--- config.mk ---
export PLATFORM = sky130hd
export DESIGN_NAME = alu_seq_flat
export DESIGN_NICKNAME = d
export VERILOG_FILES = /design/src/rtl/alu_pkg.sv /design/src/rtl/alu_seq_if.sv /design/src/rtl/mod3_seq.sv /design/src/rtl/alu_seq.sv /design/src/flat_wrapper.sv
export SDC_FILE = /design/constraint.sdc
export NUM_CORES = 1
export LEC_CHECK = 0
export BUFFER_PORTS_ARGS = -buffer_cell sky130_fd_sc_hd__buf_2
export CORE_AREA = 8 8 123 125
export DETAILED_ROUTE_END_ITERATION = 8
export DIE_AREA = 0 0 131 133
export SLEW_MARGIN = 10
export SYNTH_ARGS = -nofsm -noshare
export SYNTH_HDL_FRONTEND = slang
export SYNTH_SLANG_ARGS = --single-unit
--- constraint.sdc ---
create_clock -name clk -period 3.5 [get_ports clk]
set_input_delay 0.175 -clock clk [delete_from_list [all_inputs] [get_ports clk]]
set_output_delay 0.175 -clock clk [all_outputs]
set_load 0.01 [all_outputs]
--- src/rtl/alu_pkg.sv ---
// Shared definitions for the sequential ALU: FN codes, FSM states, decoded ops
// and the bit-serial mod-3 step.
package alu_pkg;

  localparam logic [3:0] FN_PASS_A = 4'b0000;
  localparam logic [3:0] FN_PASS_B = 4'b0001;
  localparam logic [3:0] FN_ADD    = 4'b0010;
  localparam logic [3:0] FN_SUB    = 4'b0011;
  localparam logic [3:0] FN_UMOD3  = 4'b0100;
  localparam logic [3:0] FN_SADD   = 4'b1010;
  localparam logic [3:0] FN_SSUB   = 4'b1011;
  localparam logic [3:0] FN_SMOD3  = 4'b1100;

  typedef enum logic [1:0] {
    IDLE,
    CALC,
    DONE
  } state_e;

  typedef enum logic [2:0] {
    OP_PASS_A,
    OP_PASS_B,
    OP_ADD,
    OP_SUB,
    OP_UMOD3,
    OP_SADD,
    OP_SSUB,
    OP_SMOD3
  } op_e;

  // Unlisted codes fall back to unsigned add.
  function automatic op_e decode_fn(input logic [3:0] fn);
    op_e op;
    case (fn)
      FN_PASS_A: op = OP_PASS_A;
      FN_PASS_B: op = OP_PASS_B;
      FN_ADD:    op = OP_ADD;
      FN_SUB:    op = OP_SUB;
      FN_UMOD3:  op = OP_UMOD3;
      FN_SADD:   op = OP_SADD;
      FN_SSUB:   op = OP_SSUB;
      FN_SMOD3:  op = OP_SMOD3;
      default:   op = OP_ADD;
    endcase
    return op;
  endfunction

  // One Horner step of the remainder: (2r + bit) mod 3, r stays in 0..2.
  function automatic logic [1:0] mod3_step(input logic [1:0] r, input logic b);
    logic [2:0] v;
    v = {r, b};
    return (v >= 3'd3) ? 2'(v - 3'd3) : v[1:0];
  endfunction

endpackage

--- src/rtl/alu_seq_if.sv ---
// Valid/ready operand and result bus of the sequential ALU.
interface alu_seq_if #(
  parameter int unsigned WIDTH = 8
);

  logic [WIDTH-1:0] A;
  logic [WIDTH-1:0] B;
  logic [3:0]       FN;
  logic             in_valid;
  logic             in_ready;
  logic             out_valid;
  logic             out_ready;
  logic [WIDTH-1:0] result;
  logic             overflow;
  logic             sign;

  modport master (
    output A, B, FN, in_valid, out_ready,
    input  in_ready, out_valid, result, overflow, sign
  );

  modport slave (
    input  A, B, FN, in_valid, out_ready,
    output in_ready, out_valid, result, overflow, sign
  );

endinterface

--- src/rtl/mod3_seq.sv ---
// Bit-serial remainder modulo 3; the MSB arrives with start, the remaining
// WIDTH-1 bits on the following cycles, done pulses once the last bit is folded in.
module mod3_seq
  import alu_pkg::*;
#(
  parameter int unsigned WIDTH = 8
) (
  input  logic       clk,
  input  logic       reset,
  input  logic       start,
  input  logic       bit_in,
  output logic       done,
  output logic [1:0] remainder
);

  localparam int unsigned CW = $clog2(WIDTH + 1);

  logic [CW-1:0] count;
  logic          busy;
  logic [1:0]    r;
  logic          done_q;

  always_ff @(posedge clk) begin
    if (reset) begin
      count  <= '0;
      busy   <= 1'b0;
      r      <= 2'd0;
      done_q <= 1'b0;
    end else begin
      done_q <= 1'b0;
      if (start) begin
        r     <= mod3_step(2'd0, bit_in);
        count <= CW'(1);
        busy  <= 1'b1;
      end else if (busy) begin
        r     <= mod3_step(r, bit_in);
        count <= count + CW'(1);
        if (count == CW'(WIDTH - 1)) begin
          busy   <= 1'b0;
          done_q <= 1'b1;
        end
      end
    end
  end

  assign done      = done_q;
  assign remainder = r;

endmodule

--- src/rtl/alu_seq.sv ---
// Sequential ALU: single-cycle add/sub/pass ops and WIDTH-cycle mod-3 ops
// behind a valid/ready handshake with registered results.
module alu_seq
  import alu_pkg::*;
#(
  parameter int unsigned WIDTH = 8
) (
  input  logic     clk,
  input  logic     reset,
  alu_seq_if.slave bus
);

  state_e           state;
  logic [WIDTH-1:0] result_q;
  logic             overflow_q;
  logic             sign_q;
  logic             out_valid_q;
  logic [WIDTH-1:0] shreg;
  logic             mod_neg;

  op_e              op;
  logic             is_mod;
  logic             ready;
  logic             accept;
  logic [WIDTH:0]   sum_ext;
  logic [WIDTH:0]   diff_ext;
  logic [WIDTH-1:0] s_val;
  logic             s_ovf;
  logic [WIDTH-1:0] neg_src;
  logic [WIDTH-1:0] neg_mag;
  logic [WIDTH-1:0] mod_src;
  logic [WIDTH-1:0] alu_res;
  logic             alu_ovf;
  logic             alu_sign;
  logic             m_start;
  logic             m_bit;
  logic             m_done;
  logic [1:0]       m_rem;

  assign op     = decode_fn(bus.FN);
  assign is_mod = (op == OP_UMOD3) || (op == OP_SMOD3);
  assign ready  = (state == IDLE) || ((state == DONE) && bus.out_ready);
  assign accept = bus.in_valid && ready;

  assign sum_ext  = {1'b0, bus.A} + {1'b0, bus.B};
  assign diff_ext = {1'b0, bus.A} - {1'b0, bus.B};
  assign s_val    = (op == OP_SSUB) ? diff_ext[WIDTH-1:0] : sum_ext[WIDTH-1:0];

  always_comb begin
    s_ovf = 1'b0;
    if (op == OP_SSUB)
      s_ovf = (bus.A[WIDTH-1] != bus.B[WIDTH-1]) && (s_val[WIDTH-1] != bus.A[WIDTH-1]);
    else
      s_ovf = (bus.A[WIDTH-1] == bus.B[WIDTH-1]) && (s_val[WIDTH-1] != bus.A[WIDTH-1]);
  end

  // One negator serves both signed add/sub magnitude and signed mod-3 |A|.
  assign neg_src = (op == OP_SMOD3) ? bus.A : s_val;
  assign neg_mag = neg_src[WIDTH-1] ? (~neg_src + WIDTH'(1)) : neg_src;
  assign mod_src = (op == OP_SMOD3) ? neg_mag : bus.A;

  always_comb begin
    alu_res  = sum_ext[WIDTH-1:0];
    alu_ovf  = sum_ext[WIDTH];
    alu_sign = 1'b0;
    case (op)
      OP_PASS_A: begin
        alu_res = bus.A;
        alu_ovf = 1'b0;
      end
      OP_PASS_B: begin
        alu_res = bus.B;
        alu_ovf = 1'b0;
      end
      OP_SUB: begin
        alu_res = diff_ext[WIDTH-1:0];
        alu_ovf = diff_ext[WIDTH];
      end
      OP_SADD, OP_SSUB: begin
        alu_res  = neg_mag;
        alu_ovf  = s_ovf;
        alu_sign = s_val[WIDTH-1];
      end
      default: ;
    endcase
  end

  // The MSB is consumed on the accept edge; the shift register supplies the rest.
  assign m_start = accept && is_mod;
  assign m_bit   = (state == CALC) ? shreg[WIDTH-1] : mod_src[WIDTH-1];

  mod3_seq #(
    .WIDTH(WIDTH)
  ) u_mod3 (
    .clk      (clk),
    .reset    (reset),
    .start    (m_start),
    .bit_in   (m_bit),
    .done     (m_done),
    .remainder(m_rem)
  );

  always_ff @(posedge clk) begin
    if (reset) begin
      state       <= IDLE;
      result_q    <= '0;
      overflow_q  <= 1'b0;
      sign_q      <= 1'b0;
      out_valid_q <= 1'b0;
      shreg       <= '0;
      mod_neg     <= 1'b0;
    end else begin
      case (state)
        IDLE: ;
        CALC: begin
          shreg <= {shreg[WIDTH-2:0], 1'b0};
          if (m_done) begin
            result_q    <= WIDTH'(m_rem);
            overflow_q  <= 1'b0;
            sign_q      <= mod_neg && (m_rem != 2'd0);
            out_valid_q <= 1'b1;
            state       <= DONE;
          end
        end
        DONE: begin
          if (bus.out_ready) begin
            out_valid_q <= 1'b0;
            state       <= IDLE;
          end
        end
        default: state <= IDLE;
      endcase

      // A new accept (from IDLE or a draining DONE) overrides the default moves.
      if (accept) begin
        if (is_mod) begin
          state       <= CALC;
          out_valid_q <= 1'b0;
          shreg       <= {mod_src[WIDTH-2:0], 1'b0};
          mod_neg     <= (op == OP_SMOD3) && bus.A[WIDTH-1];
        end else begin
          state       <= DONE;
          out_valid_q <= 1'b1;
          result_q    <= alu_res;
          overflow_q  <= alu_ovf;
          sign_q      <= alu_sign;
        end
      end
    end
  end

  assign bus.in_ready  = ready;
  assign bus.out_valid = out_valid_q;
  assign bus.result    = result_q;
  assign bus.overflow  = overflow_q;
  assign bus.sign      = sign_q;

endmodule

--- src/flat_wrapper.sv ---
// flat-port wrapper written by rule: the top's interface ports become plain ports
module alu_seq_flat import alu_pkg::*;
#(
  parameter int unsigned WIDTH = 8
)
  (clk, reset, bus_A, bus_B, bus_FN, bus_in_valid, bus_out_ready, bus_in_ready, bus_out_valid, bus_result, bus_overflow, bus_sign);
  alu_seq_if #(.WIDTH(WIDTH)) bus_i ();
  input  logic clk;
  input  logic reset;
  input wire logic [$bits(bus_i.A)-1:0] bus_A;
  input wire logic [$bits(bus_i.B)-1:0] bus_B;
  input wire logic [$bits(bus_i.FN)-1:0] bus_FN;
  input wire logic [$bits(bus_i.in_valid)-1:0] bus_in_valid;
  input wire logic [$bits(bus_i.out_ready)-1:0] bus_out_ready;
  output wire logic [$bits(bus_i.in_ready)-1:0] bus_in_ready;
  output wire logic [$bits(bus_i.out_valid)-1:0] bus_out_valid;
  output wire logic [$bits(bus_i.result)-1:0] bus_result;
  output wire logic [$bits(bus_i.overflow)-1:0] bus_overflow;
  output wire logic [$bits(bus_i.sign)-1:0] bus_sign;
  assign bus_i.A = bus_A;
  assign bus_i.B = bus_B;
  assign bus_i.FN = bus_FN;
  assign bus_i.in_valid = bus_in_valid;
  assign bus_i.out_ready = bus_out_ready;
  assign bus_in_ready = bus_i.in_ready;
  assign bus_out_valid = bus_i.out_valid;
  assign bus_result = bus_i.result;
  assign bus_overflow = bus_i.overflow;
  assign bus_sign = bus_i.sign;
  alu_seq #(.WIDTH(WIDTH)) u_core (.clk(clk), .reset(reset), .bus(bus_i));
endmodule
== Word level (Yosys, flattened, before mapping) ==
Memory sizes are Yosys's and may differ from the RTL's.
Cells that the tools add are included.
W data, S select, Z words.

* Input port bits: 24
* Bits in latches: 0
* Memory bits (writable): 0
* Register bits after elaboration: 30
* Bits in read-only memories: 48
* Output and inout bits: 12
* Memories kept: 1
* Word-level logic and storage cells: 101

* Add/subtract/negate cells: 5
* Eq/ne operators: 15
* Shift operators: 0
* Bitwise operators: 2
* $mul: 0
* Magnitude comparators: 1
* Reduce and logical (&&, ||, !) cells: 21
* Divide/modulo/power cells: 0
* Mux-type cells: 43

{| class="wikitable"
|+ Memory list
! name !! words !! width !! read ports !! clocked after memory_dff !! write ports !! line !! source
|-
| (no name shown) || 16 || 3 || 1 || 0 || 0 || alu_pkg.sv:34 || <nowiki>case (fn)</nowiki>
|}

{| class="wikitable"
|+ Operators by type and width
! operator !! number
|-
| $mux W8 || 11
|-
| $pmux W8 S4 || 1
|-
| $mux W1 || 23
|-
| $eq A3 B3 Y1 const B || 4
|-
| $mux W2 || 5
|-
| $add A8 B8 Y9 || 1
|-
| $sub A8 B8 Y9 || 1
|-
| $add A8 B1 Y8 const B || 1
|-
| $not A8 Y8 || 1
|-
| $logic_and A1 B1 Y1 || 7
|-
| $ne A3 B2 Y1 const B || 2
|-
| $pmux W2 S3 || 1
|-
| $reduce_and A3 Y1 || 2
|-
| $reduce_or A2 Y1 || 3
|-
| $add A4 B1 Y4 const B || 1
|-
| $eq A4 B3 Y1 const B || 1
|-
| $reduce_bool A2 Y1 || 2
|-
| $eq A3 B1 Y1 const B || 1
|-
| $eq A3 B2 Y1 const B || 1
|-
| $ge A3 B2 Y1 const B || 1
|-
| $logic_not A3 Y1 || 1
|-
| $pmux W1 S3 || 1
|-
| $reduce_bool A3 Y1 || 1
|-
| $reduce_or A3 Y1 || 1
|-
| 11 further kinds || 13
|}

== Longest topological paths before layout ==
Gate-level depths: netlist (run 1).
An unclocked memory read counts as a cell.

* Depth after elaboration: 13
* Gate-level depth with buffers: 17

== Cells and area by module ==
Synthesis (run 1) repeated with hierarchy kept, for this count alone.

* Cell total of the unflattened synthesis: 389
* Area total of the unflattened synthesis: 3050.4 um^2

{| class="wikitable"
|+ Modules (own cells, without submodules)
! module !! instances !! area an instance (um^2) !! sequential area each (um^2) !! cells each
|-
| alu_seq || 1 || 2687.6 || 440.4 || 349
|-
| mod3_seq || 1 || 362.8 || 160.2 || 40
|}

== Worst setup path before layout (run 1) ==
No wires, ideal clock.

* Path kind: input to register
* Start: input port bus_A[0]
* End: register u_core.u_mod3.r[0] (netlist: u_core.u_mod3.remainder[0])
* Buffers on the path: 0
* Slack: 0.465 ns
* Data required time: 3.367 ns
* Cell stages on the path: 17
* Data arrival time: 2.903 ns
* Cells stage by stage: inv_1 > ha_1 > inv_1 > fa_1 > nand3_1 > a21oi_1 > or4_1 > and4_4 > nand4_1 > a31oi_1 > ha_1 > o21ai_0 > nor2_1 > a311oi_1 > a21oi_1 > o21ai_1 > a31oi_1

* Cells in the longest elaborated chain, start to end: 12
* Elaborated cells on any way between the ends: 14
* Classes of those cells: add/sub (4); order compare (1); mux (8); bitwise (1)

{| class="wikitable"
|+ Ends and longest elaborated chain
! what !! line !! source
|-
| from (decl) || flat_wrapper.sv:10 || <nowiki>input wire logic [$bits(bus_i.A)-1:0] bus_A;</nowiki>
|-
| $add A8 B8 Y9 / $sub A8 B8 Y9 (equally long branches) || alu_seq.sv:45, alu_seq.sv:46 ||
|-
| $mux W8 || alu_seq.sv:47 || <nowiki>assign s_val = (op == OP_SSUB) ? diff_ext[WIDTH-1:0] : sum_ext[WIDTH-1:0];</nowiki>
|-
| $mux W8 * || alu_seq.sv:58 || <nowiki>assign neg_src = (op == OP_SMOD3) ? bus.A : s_val;</nowiki>
|-
| $not A8 Y8 || alu_seq.sv:59 || <nowiki>assign neg_mag = neg_src[WIDTH-1] ? (~neg_src + WIDTH'(1)) : neg_src;</nowiki>
|-
| $add A8 B1 Y8 || alu_seq.sv:59 ||
|-
| $mux W8 * || alu_seq.sv:59 ||
|-
| $mux W8 * || alu_seq.sv:60 || <nowiki>assign mod_src = (op == OP_SMOD3) ? neg_mag : bus.A;</nowiki>
|-
| $mux W1 * || alu_seq.sv:90 || <nowiki>assign m_bit = (state == CALC) ? shreg[WIDTH-1] : mod_src[WIDTH-1];</nowiki>
|-
| $ge A3 B2 Y1 / $sub A2 B2 Y2 (equally long branches) || alu_pkg.sv:52 || <nowiki>return (v >= 3'd3) ? 2'(v - 3'd3) : v[1:0];</nowiki>
|-
| $mux W2 || alu_pkg.sv:52 ||
|-
| $mux W1 || mod3_seq.sv:35 || <nowiki>end else if (busy) begin</nowiki>
|-
| $mux W1 * || mod3_seq.sv:31 || <nowiki>if (start) begin</nowiki>
|-
| to (signal assigned) || mod3_seq.sv:32 || <nowiki>r <= mod3_step(2'd0, bit_in);</nowiki>
|-
| to (signal assigned) || mod3_seq.sv:36 || <nowiki>r <= mod3_step(r, bit_in);</nowiki>
|-
| to (decl) || mod3_seq.sv:20 || <nowiki>logic [1:0] r;</nowiki>
|}

Every way passes the cells marked *; elsewhere a longest branch is shown, timed or not. The select of a mux whose other input is x is not followed.
A chain may end at the register's enable or synchronous reset.

== Worst setup path after layout (run 1) ==
Same ends and word-level chain as after synthesis.

==> flow_summary.json, run 1 <==
{
  "rows": 42,
  "ir_worst_vdd_mv": 0.183,
  "post-synth-top-area-fraction_pct": 18.6,
  "outcome": "complete, no violations",
  "die_area_um2": 17400,
  "post_drt_via_cell_ratio": 5.23,
  "period_needed_ps": 3230,
  "drc": 0,
  "totalWireLength_um": 10200,
  "cts-buffers-inserted": 5,
  "mappedNetlistNets": 479,
  "grt-ovfl-total": 0,
  "timing.reg2reg.worst_path_depth": 10,
  "clock-root-buffer": "clkbuf_16",
  "setup.worst_path.start": "bus_A[0]",
  "floorplan.die.height_um": 133,
  "timing_worst_setup_path_type": "in2reg",
  "yosys-top-cells-area": "dfxtp_1 (19%), ha_1 (8.5%), a211oi_1 (4.6%)",
  "tritoncts": "done",
  "post_synth.cell_area_avg_um2": 7.50,
  "detailedRoute.firstPassIterationCount": 5,
  "path_clk_slew_ps": 50,
  "power_leakage_nw": 1.52,
  "antenna_violating_nets_post_route": 0,
  "yosysWarningCount": 0,
  "htree_levels": 2,
  "timing.hold.worst.class": "in2reg",
  "initial_utilization_pct": 24.7,
  "fmax_mhz": 309,
  "worst_hold_startpoint": "bus_A[0]",
  "worstMarginPinSlew_ps": 790,
  "synth.yosys.seq_area_share_pct": 18.6,
  "power_density_nw_per_um2": 341,
  "cts.sink_count": 30,
  "grt_usage_pct": 11.8,
  "post_cts.repair.setup_buffers": 0,
  "edff_count_synth": 0,
  "critPathLaunchType": "input port",
  "worst-r2r-setup-slack_ps": 730,
  "finalHoldViolCount": 0,
  "grt_first_pass_wirelength_um": 16900,
  "rsz0062_at_grt": "no",
  "yosysUniqueCellTypes": 68,
  "cap_viol_max_count": 0,
  "holdPathStages": 3,
  "fin_worst_skew_ps": 5.75,
  "io_pins": 36,
  "crit_path_top_delay_cell": "fa_1",
  "worst_ep_arrival_time_ps": 3360,
  "syn-cell-area_um2": 3230,
  "crit_path_max_incr_delay_ps": 440,
  "cp_top_family": "simple AND/OR/NAND/NOR gates",
  "placement_setup_slack_ps": -117,
  "worst_slew_margin_rel_pct": 47.3,
  "crit_path_max_fanout": 6,
  "dp_hpwl_um": 8170,
  "synth.ff_latch_count": 30,
  "crit_path_end_kind": "register",
  "routabilityCongestion": 0.905,
  "grt_pass1_vias": 3388,
  "wl_per_cell_um": 16.0,
  "critical_path_required_ps": 3630,
  "final_ws_setup_ps": 267,
  "mostFrequentLayoutCells": "nor2_1 (39), buf_2 (35), dfxtp_1 (30)",
  "synthDominantAreaCellType": "dfxtp_1",
  "min_to": "u_core.shreg[1]",
  "regToRegEndpoint": "u_core.u_mod3.remainder[0]",
  "postLayoutCoreUtil_pct": 28.9,
  "clk_lat_worst_skew_ps": 270,
  "dr.first_iter.drc_count": 243,
  "regToRegStartpoint": "u_core.state[1]",
  "setup_violations": 0,
  "worst-path-buf-inv": 1,
  "i_o_buffers": 35,
  "critical_path_cell_by_cell": "buf_2, ha_1, fa_1, nor3b_2, nor4_2, or4_1, and4_4, nand4_1, a31oi_1, ha_1, nor3_1, and3_1, mux2_2, o21ai_1, a31oi_1",
  "grt_max_degree": 28,
  "postSynth.topFlopCell": "dfxtp_1",
  "slew_violations": 0,
  "synthesis.instances": 431,
  "critical_path_depth": 15,
  "syn2layout_area_growth_pct": 16.9,
  "floorplan.core_area_um2": 13100,
  "nNetsFinal": 511,
  "post_route_cells_drive_above_1_share_pct": 16.6,
  "detailroute.via_count": 3345,
  "antenna_cells": 0,
  "async_reset_ff_share_pct": 0,
  "final_min_period_over_clock_period_pct": 92.4,
  "most_common_cell_after_layout_fill_and_taps_aside": "nor2_1",
  "power_mw": 1.29,
  "number_of_antenna_violations_at_the_first_check_in_global_routing": 1,
  "cts-root-to-sink-buffers": 2,
  "die-width_um": 131
}
-- metal layers --
metal	global-route usage [%]	vias up	wire [um]	part of all wire [%]
li1	-	1651	-	-
met4	3.89	2	240	2.3
met5	0	-	13	0.13
met1	14.5	1581	4620	45
met3	2.13	25	535	5.2
met2	19.9	86	4800	47
-- worst register-to-register path, delay by kind of cell (launching register included) --
| kind | cells | cell delay, ps |
|---|---|---|
| AND/OR/NAND/NOR | 2 | 300 |
| flip-flops | 1 | 320 |
| adder cells (fa/ha/maj) | 2 | 960 |
| buffers and inverters | 2 | 280 |
| AO/OA/AOI/OAI | 3 | 520 |
| multiplexers | 1 | 250 |
-- cells in the mapped netlist, types with 5 or more instances --
master,instances
a21oi_1,29
buf_2,6
dfxtp_1,30
o21ai_0,26
nor2_1,39
or3_1,6
a211oi_1,20
nand2b_1,9
nor2b_1,11
a21o_1,5
nand2_1,29
inv_1,25
nand3_1,16
ha_1,22
clkbuf_1,12
mux2i_1,12
o22ai_1,10
a31oi_1,10
xor2_1,8
nor3_1,13
xnor2_1,9
-- cells by family after synthesis --
group / share of synthesized area (%)
and+or+nand+nor: 26.3
AOI/OAI and AO/OA: 29.2
muxes: 4.87
buffers and inverters: 6.73
adders and majority gates: 9.75
xor gates and xnor gates: 4.60
DFF: 18.6
-- registers in the layout, summed over array words and instances, names as in the netlist --
signal                   flops
u_core.bus.out_valid         1
u_core.bus.overflow          1
u_core.bus.result            8
u_core.bus.sign              1
u_core.mod_neg               1
u_core.shreg                 8
u_core.state                 2
u_core.u_mod3.busy           1
u_core.u_mod3.count          4
u_core.u_mod3.done           1
u_core.u_mod3.remainder      2
-- power by group --
| part | switching [mW] | total (mW) | internal, mW |
|---|---|---|---|
| sequential | 0.0147 | 0.377 | 0.362 |
| clock | 0.149 | 0.430 | 0.281 |
| combinational | 0.283 | 0.482 | 0.199 |
| total | 0.447 | 1.29 | 0.842 |
-- final cells by class --
cell class              instances  area (um^2)
well taps                     176          220
flip-flops and latches         30          601
clock inverters                 2         12.5
repair buffers                 50          288
multi-input cells             351         2430
inverters                      25         93.8
clock buffers                   6          139
fillers                      1432         9300
-- metrics by stage --
step	hold slack, ps	std cells	area [um^2]	setup TNS [ps]
floorplan	344	431	3230	0
global placement	438	632	3620	0
detailed placement	454	632	3620	-117
CTS	258	640	3770	0
global route	277	640	3780	0
finish	253	640	3780	0
-- timing repair --
action                                  4_1_cts  5_1_grt
gates resized for setup                       0        4
endpoints found under the setup margin        0        1
endpoints found under the hold margin         0        0
hold buffers                                  0        0
-- how the worst max path moves through the flow --
| stage | to | slack, ps |
|---|---|---|
| floorplan | u_core.u_mod3.remainder[0] | 460 |
| global placement | u_core.u_mod3.remainder[0] | 100 |
| detailed placement | u_core.u_mod3.remainder[0] | -120 |
| CTS | u_core.u_mod3.remainder[0] | 140 |
| global route | u_core.u_mod3.remainder[0] | 5 |
| finish | u_core.u_mod3.remainder[0] | 270 |
(Power assumes the default switching activity.)
==> run 2: changes to the inputs <==
- ABC_CLOCK_PERIOD_IN_PS: unset -> 3500
- PLACE_DENSITY_LB_ADDON: unset -> 0.05
==> flow_summary.json, run 2 (synthesized netlist as in run 1, its figures left out) <==
{
  "cp_top_family": "simple AND/OR/NAND/NOR gates",
  "syn2layout_area_growth_pct": 18.4,
  "postLayoutCoreUtil_pct": 29.3,
  "crit_path_top_delay_cell": "fa_1",
  "outcome": "complete, no violations",
  "critical_path_required_ps": 3630,
  "rsz0062_at_grt": "no",
  "io_pins": 36,
  "i_o_buffers": 35,
  "cts.sink_count": 30,
  "antenna_violating_nets_post_route": 0,
  "mostFrequentLayoutCells": "nor2_1 (39), buf_2 (35), dfxtp_1 (30)",
  "cap_viol_max_count": 0,
  "critical_path_cell_by_cell": "buf_2, ha_1, fa_1, nor3b_2, nor4_2, or4_1, and4_4, nand4_1, a31oi_1, ha_1, nor3_1, and3_1, mux2_2, o21ai_1, a31oi_1",
  "timing.hold.worst.class": "in2reg",
  "power_density_nw_per_um2": 343,
  "crit_path_max_fanout": 5,
  "timing_worst_setup_path_type": "in2reg",
  "crit_path_max_incr_delay_ps": 460,
  "cts-hold-fix-buffers": 0,
  "setup_violations": 0,
  "post_cts.repair.setup_buffers": 0,
  "post_cts_resize_count": 0,
  "totalWireLength_um": 11700,
  "htree_levels": 2,
  "routabilityCongestion": 0.821,
  "period_needed_ps": 3180,
  "post_route_cells_drive_above_1_share_pct": 17.0,
  "tritoncts": "done",
  "worst_slew_margin_rel_pct": 50.8,
  "total_switching_power_uw": 463,
  "fin_worst_skew_ps": 6.59,
  "post_drt_via_cell_ratio": 5.14,
  "worst-path-buf-inv": 1,
  "path_clk_slew_ps": 50,
  "number_of_antenna_violations_at_the_first_check_in_global_routing": 1,
  "placement_setup_slack_ps": -28.5,
  "drc": 0,
  "pwr-share-clk_pct": 32.8,
  "dr.first_iter.drc_count": 256,
  "timing.reg2reg.worst_path_depth": 10,
  "filler_cell_count": 1437,
  "grt_max_degree": 28,
  "design_area_um2": 3830,
  "cts-buffers-inserted": 5,
  "switching_share_of_power_pct": 35.3,
  "most_common_cell_after_layout_fill_and_taps_aside": "nor2_1",
  "cts-root-to-sink-buffers": 2,
  "grt_usage_pct": 13.8,
  "final_min_period_over_clock_period_pct": 90.7,
  "slew_violations": 0,
  "initial_utilization_pct": 24.7,
  "clk_lat_worst_skew_ps": 270,
  "nNetsFinal": 517,
  "combinational_group_share_of_total_power_pct": 38.5,
  "dp_hpwl_um": 9310,
  "detailroute.via_count": 3319,
  "worst_ep_arrival_time_ps": 3300,
  "floorplan.die.height_um": 133,
  "power_report.internal_total_uw": 850,
  "rows": 42,
  "fmax_mhz": 315,
  "power.sequential.fraction_pct": 28.6,
  "final_ws_setup_ps": 324,
  "power_leakage_nw": 1.56,
  "grt_first_pass_wirelength_um": 18900,
  "grt-ovfl-total": 0,
  "ir_worst_vdd_mv": 0.161,
  "holdPathStages": 3,
  "critPathLaunchType": "input port",
  "power_mw": 1.31,
  "die_area_um2": 17400,
  "crit_path_end_kind": "register",
  "postPlaceCellArea_um2": 3680,
  "grt_pass1_vias": 3324,
  "wl_per_cell_um": 18.1,
  "critical_path_depth": 15,
  "detailedRoute.firstPassIterationCount": 4,
  "floorplan.core_area_um2": 13100,
  "clock-root-buffer": "clkbuf_16",
  "die-width_um": 131,
  "finalHoldViolCount": 0,
  "antenna_cells": 0,
  "worstMarginPinSlew_ps": 735
}
-- run 2: worst register-to-register path, stage by stage (launching register included) --
cell and delay, ps:
dfxtp_1 320, inv_1 80, ha_1 320, inv_1 140, a31oi_1 240, ha_1 260
nor3_1 90, and3_1 190, mux2_2 260, o21ai_1 120, a31oi_1 80
-- run 2: cell type report --
cell class	instances	area [um^2]	area share (%)
clock inverter	1	5.00	0.131
timing repair buffer	56	345	9.02
clock buffer	7	143	3.73
multi-input combinational	351	2420	63.2
inverter	25	93.8	2.45
sequential	30	601	15.7
tap	176	220	5.75
-- run 2: worst paths after layout --
path	startpoint	end	slack (ps)
worst max register to register	u_core.state[1]	u_core.u_mod3.remainder[0]	1240
worst max-delay path	bus_B[0]	u_core.u_mod3.remainder[0]	320
worst min register to register	u_core.mod_neg	u_core.mod_neg	460
worst min-delay path	bus_A[7]	u_core.mod_neg	320
-- run 2: power groups by stage --
stage / Sequential [mW] / Combinational [mW] / Clock, mW
2_1_floorplan: 0.386 / 0.337 / 0
3_3_place_gp: 0.383 / 0.511 / 0
3_5_place_dp: 0.383 / 0.507 / 0
4_1_cts: 0.376 / 0.509 / 0.445
5_1_grt: 0.379 / 0.565 / 0.463
6_report: 0.376 / 0.506 / 0.431
-- run 2: stage by stage --
| stage | hold WS, ps | instances | TNS [ps] |
|---|---|---|---|
| floorplan | 344 | 431 | 0 |
| global placement | 439 | 638 | 0 |
| detailed placement | 451 | 638 | -28.5 |
| CTS | 317 | 646 | 0 |
| global route | 335 | 646 | 0 |
| finish | 320 | 646 | 0 |
-- run 2: per-layer routing --
metal	track usage, %	up-vias	routed length (um)
met5	0	-	13
met4	3.13	2	197
met3	2.41	16	588
met2	20.9	75	5130
met1	19.6	1560	5790
li1	-	1666	-
==> run 3: changes to the inputs <==
--- a/config.mk
+++ b/config.mk
@@ -6,5 +6,5 @@
 export NUM_CORES = 1
 export LEC_CHECK = 0
-export ABC_CLOCK_PERIOD_IN_PS = 3500
+export ABC_CLOCK_PERIOD_IN_PS = 3200
 export BUFFER_PORTS_ARGS = -buffer_cell sky130_fd_sc_hd__buf_2
 export CORE_AREA = 8 8 123 125
==> constraint.sdc (replaced) <==
create_clock -name clk -period 3.2 [get_ports clk]
set_input_delay 0.64 -clock clk [delete_from_list [all_inputs] [get_ports clk]]
set_output_delay 0.64 -clock clk [all_outputs]
set_load 0.01 [all_outputs]
==> flow_summary.json, run 3 (synthesized netlist as in run 1, its figures left out) <==
{
  "outcome": "complete, but fails checks",
  "failed_checks": "setup timing",
  "floorplan.core_area_um2": 13100,
  "multi_input_comb_area_um2": 2520,
  "worst_slew_margin_rel_pct": 50.6,
  "critical_path_required_ps": 3340,
  "syn2layout_area_growth_pct": 35.4,
  "critPathLaunchType": "input port",
  "power_density_nw_per_um2": 355,
  "final_ws_setup_ps": -77.5,
  "worst_ep_arrival_time_ps": 3420,
  "dp_hpwl_um": 9960,
  "placement_setup_slack_ps": -468,
  "cts.sink_count": 30,
  "cts-root-to-sink-buffers": 2,
  "path_clk_slew_ps": 60,
  "post_route_cells_drive_above_1_share_pct": 29.7,
  "grt_usage_pct": 14.2,
  "most_common_cell_after_layout_fill_and_taps_aside": "buf_4",
  "die-width_um": 131,
  "regToRegStartpoint": "u_core.state[1]",
  "routabilityCongestion": 0.861,
  "regToRegEndpoint": "u_core.u_mod3.remainder[0]",
  "cts-buffers-inserted": 5,
  "min_to": "u_core.mod_neg",
  "fin_worst_hold_slack_ps": 452,
  "timing.reg2reg.worst_path_depth": 11,
  "post_drt_via_cell_ratio": 4.96,
  "grt-ovfl-total": 0,
  "critical_path_cell_by_cell": "buf_2, inv_1, ha_1, inv_1, fa_2, nand3_2, a21oi_1, o211ai_1, and4_4, nand4_1, a31oi_4, ha_4, nor3_2, and3_1, mux2_2, o21ai_1, a31oi_1",
  "initial_utilization_pct": 24.7,
  "grt_max_degree": 28,
  "antenna_violating_nets_post_route": 0,
  "io_pins": 36,
  "power_mw": 1.56,
  "dr.first_iter.drc_count": 219,
  "fmax_mhz": 305,
  "clk_lat_worst_skew_ps": 280,
  "htree_levels": 2,
  "timing.critical_path.mode_cell": "inv_1",
  "crit_path_max_incr_delay_ps": 380,
  "nNetsFinal": 579,
  "slew_violations": 0,
  "mostFrequentLayoutCells": "buf_4 (83), nor2_1 (39), buf_2 (35)",
  "crit_path_max_fanout": 5,
  "antenna_cells": 0,
  "cts-hold-fix-buffers": 0,
  "finalHoldViolCount": 0,
  "rsz0062_at_grt": "yes",
  "fin_worst_skew_ps": 4.11,
  "wl_per_cell_um": 17.4,
  "i_o_buffers": 35,
  "detailroute.via_count": 3513,
  "cap_viol_max_count": 0,
  "period_needed_ps": 3280,
  "die_area_um2": 17400,
  "grt_pass1_vias": 3409,
  "worst_hold_startpoint": "u_core.mod_neg",
  "totalWireLength_um": 12300,
  "floorplan.die.height_um": 133,
  "fin_tns_setup_ps": -77.5,
  "power_leakage_nw": 1.86,
  "final_min_period_over_clock_period_pct": 102,
  "crit_path_top_delay_cell": "fa_2",
  "grt_first_pass_wirelength_um": 19200,
  "crit_path_end_kind": "register",
  "area.sequential_um2": 601,
  "worstMarginPinSlew_ps": 739,
  "setup_violations": 1,
  "drc": 0,
  "number_of_antenna_violations_at_the_first_check_in_global_routing": 0,
  "tritoncts": "done",
  "ir_worst_vdd_mv": 0.188,
  "place_inst": 696,
  "detailedRoute.firstPassIterationCount": 5,
  "worst-r2r-setup-slack_ps": 840,
  "final_cells": 708,
  "rows": 42,
  "clock-root-buffer": "clkbuf_16",
  "timing.hold.worst.class": "reg2reg",
  "holdPathStages": 2,
  "filler_cell_count": 1418,
  "timing_worst_setup_path_type": "in2reg"
}
run 3: cell count changes in the layout (fill, tap and decap cells not counted), moves of 2 or more:
cell     change
o21ai_0      -2
ha_4         +2
fa_2         +2
buf_4       +63
fa_1         -2
ha_1         -3
run 3: critical path, delay by kind of cell:
kind            cells  cell delay [ps]
compound gates      5              810
fa+ha+maj           3              700
buf+inv             3              240
mux                 1              250
simple gates        5              750
run 3: layout make-up:
class,instances,share of cell area (%)
inverters,25,2.14
clock buffers,6,3.17
multi-input cells,351,57.4
well taps,176,5.03
repair buffers,118,18.2
clock inverters,2,0.286
flip-flops and latches,30,13.7
run 3: through the flow:
stage / area (um^2) / util, %
finish: 4380 / 33.5
global route: 4380 / 33.5
CTS: 4310 / 33.0
detailed placement: 4140 / 31.6
global placement: 4140 / 31.6
floorplan: 3270 / -
run 3: worst max path at each step:
| stage | startpoint | to | slack [ps] | cells past startpoint |
|---|---|---|---|---|
| 2_1_floorplan | bus_B[0] | u_core.u_mod3.remainder[0] | -80 | 14 |
| 3_3_place_gp | bus_A[0] | u_core.u_mod3.remainder[0] | -380 | 15 |
| 3_5_place_dp | bus_A[0] | u_core.u_mod3.remainder[0] | -470 | 15 |
| 4_1_cts | bus_A[0] | u_core.u_mod3.remainder[0] | -110 | 17 |
| 5_1_grt | bus_A[0] | u_core.u_mod3.remainder[0] | -230 | 17 |
| 6_report | bus_A[0] | u_core.u_mod3.remainder[0] | -80 | 17 |
run 3: metal layers:
metal | GRT usage [%] | wire length [um]
met1 | 20.4 | 6290
met2 | 22.0 | 5450
met3 | 2.13 | 508
met4 | 2.30 | 78
met5 | 0 | 0
run 3: where the power goes:
| part | internal, mW | switching (mW) | total (mW) |
|---|---|---|---|
| combinational | 0.308 | 0.354 | 0.662 |
| sequential | 0.396 | 0.0148 | 0.411 |
| clock | 0.308 | 0.177 | 0.484 |
| total | 1.01 | 0.545 | 1.56 |
run 3: what timing repair did:
action,in CTS,in global routing
setup endpoints to repair,1,4
pin swaps,6,4
hold endpoints to repair,0,0
gates resized for setup,4,9
buffers inserted,1,3
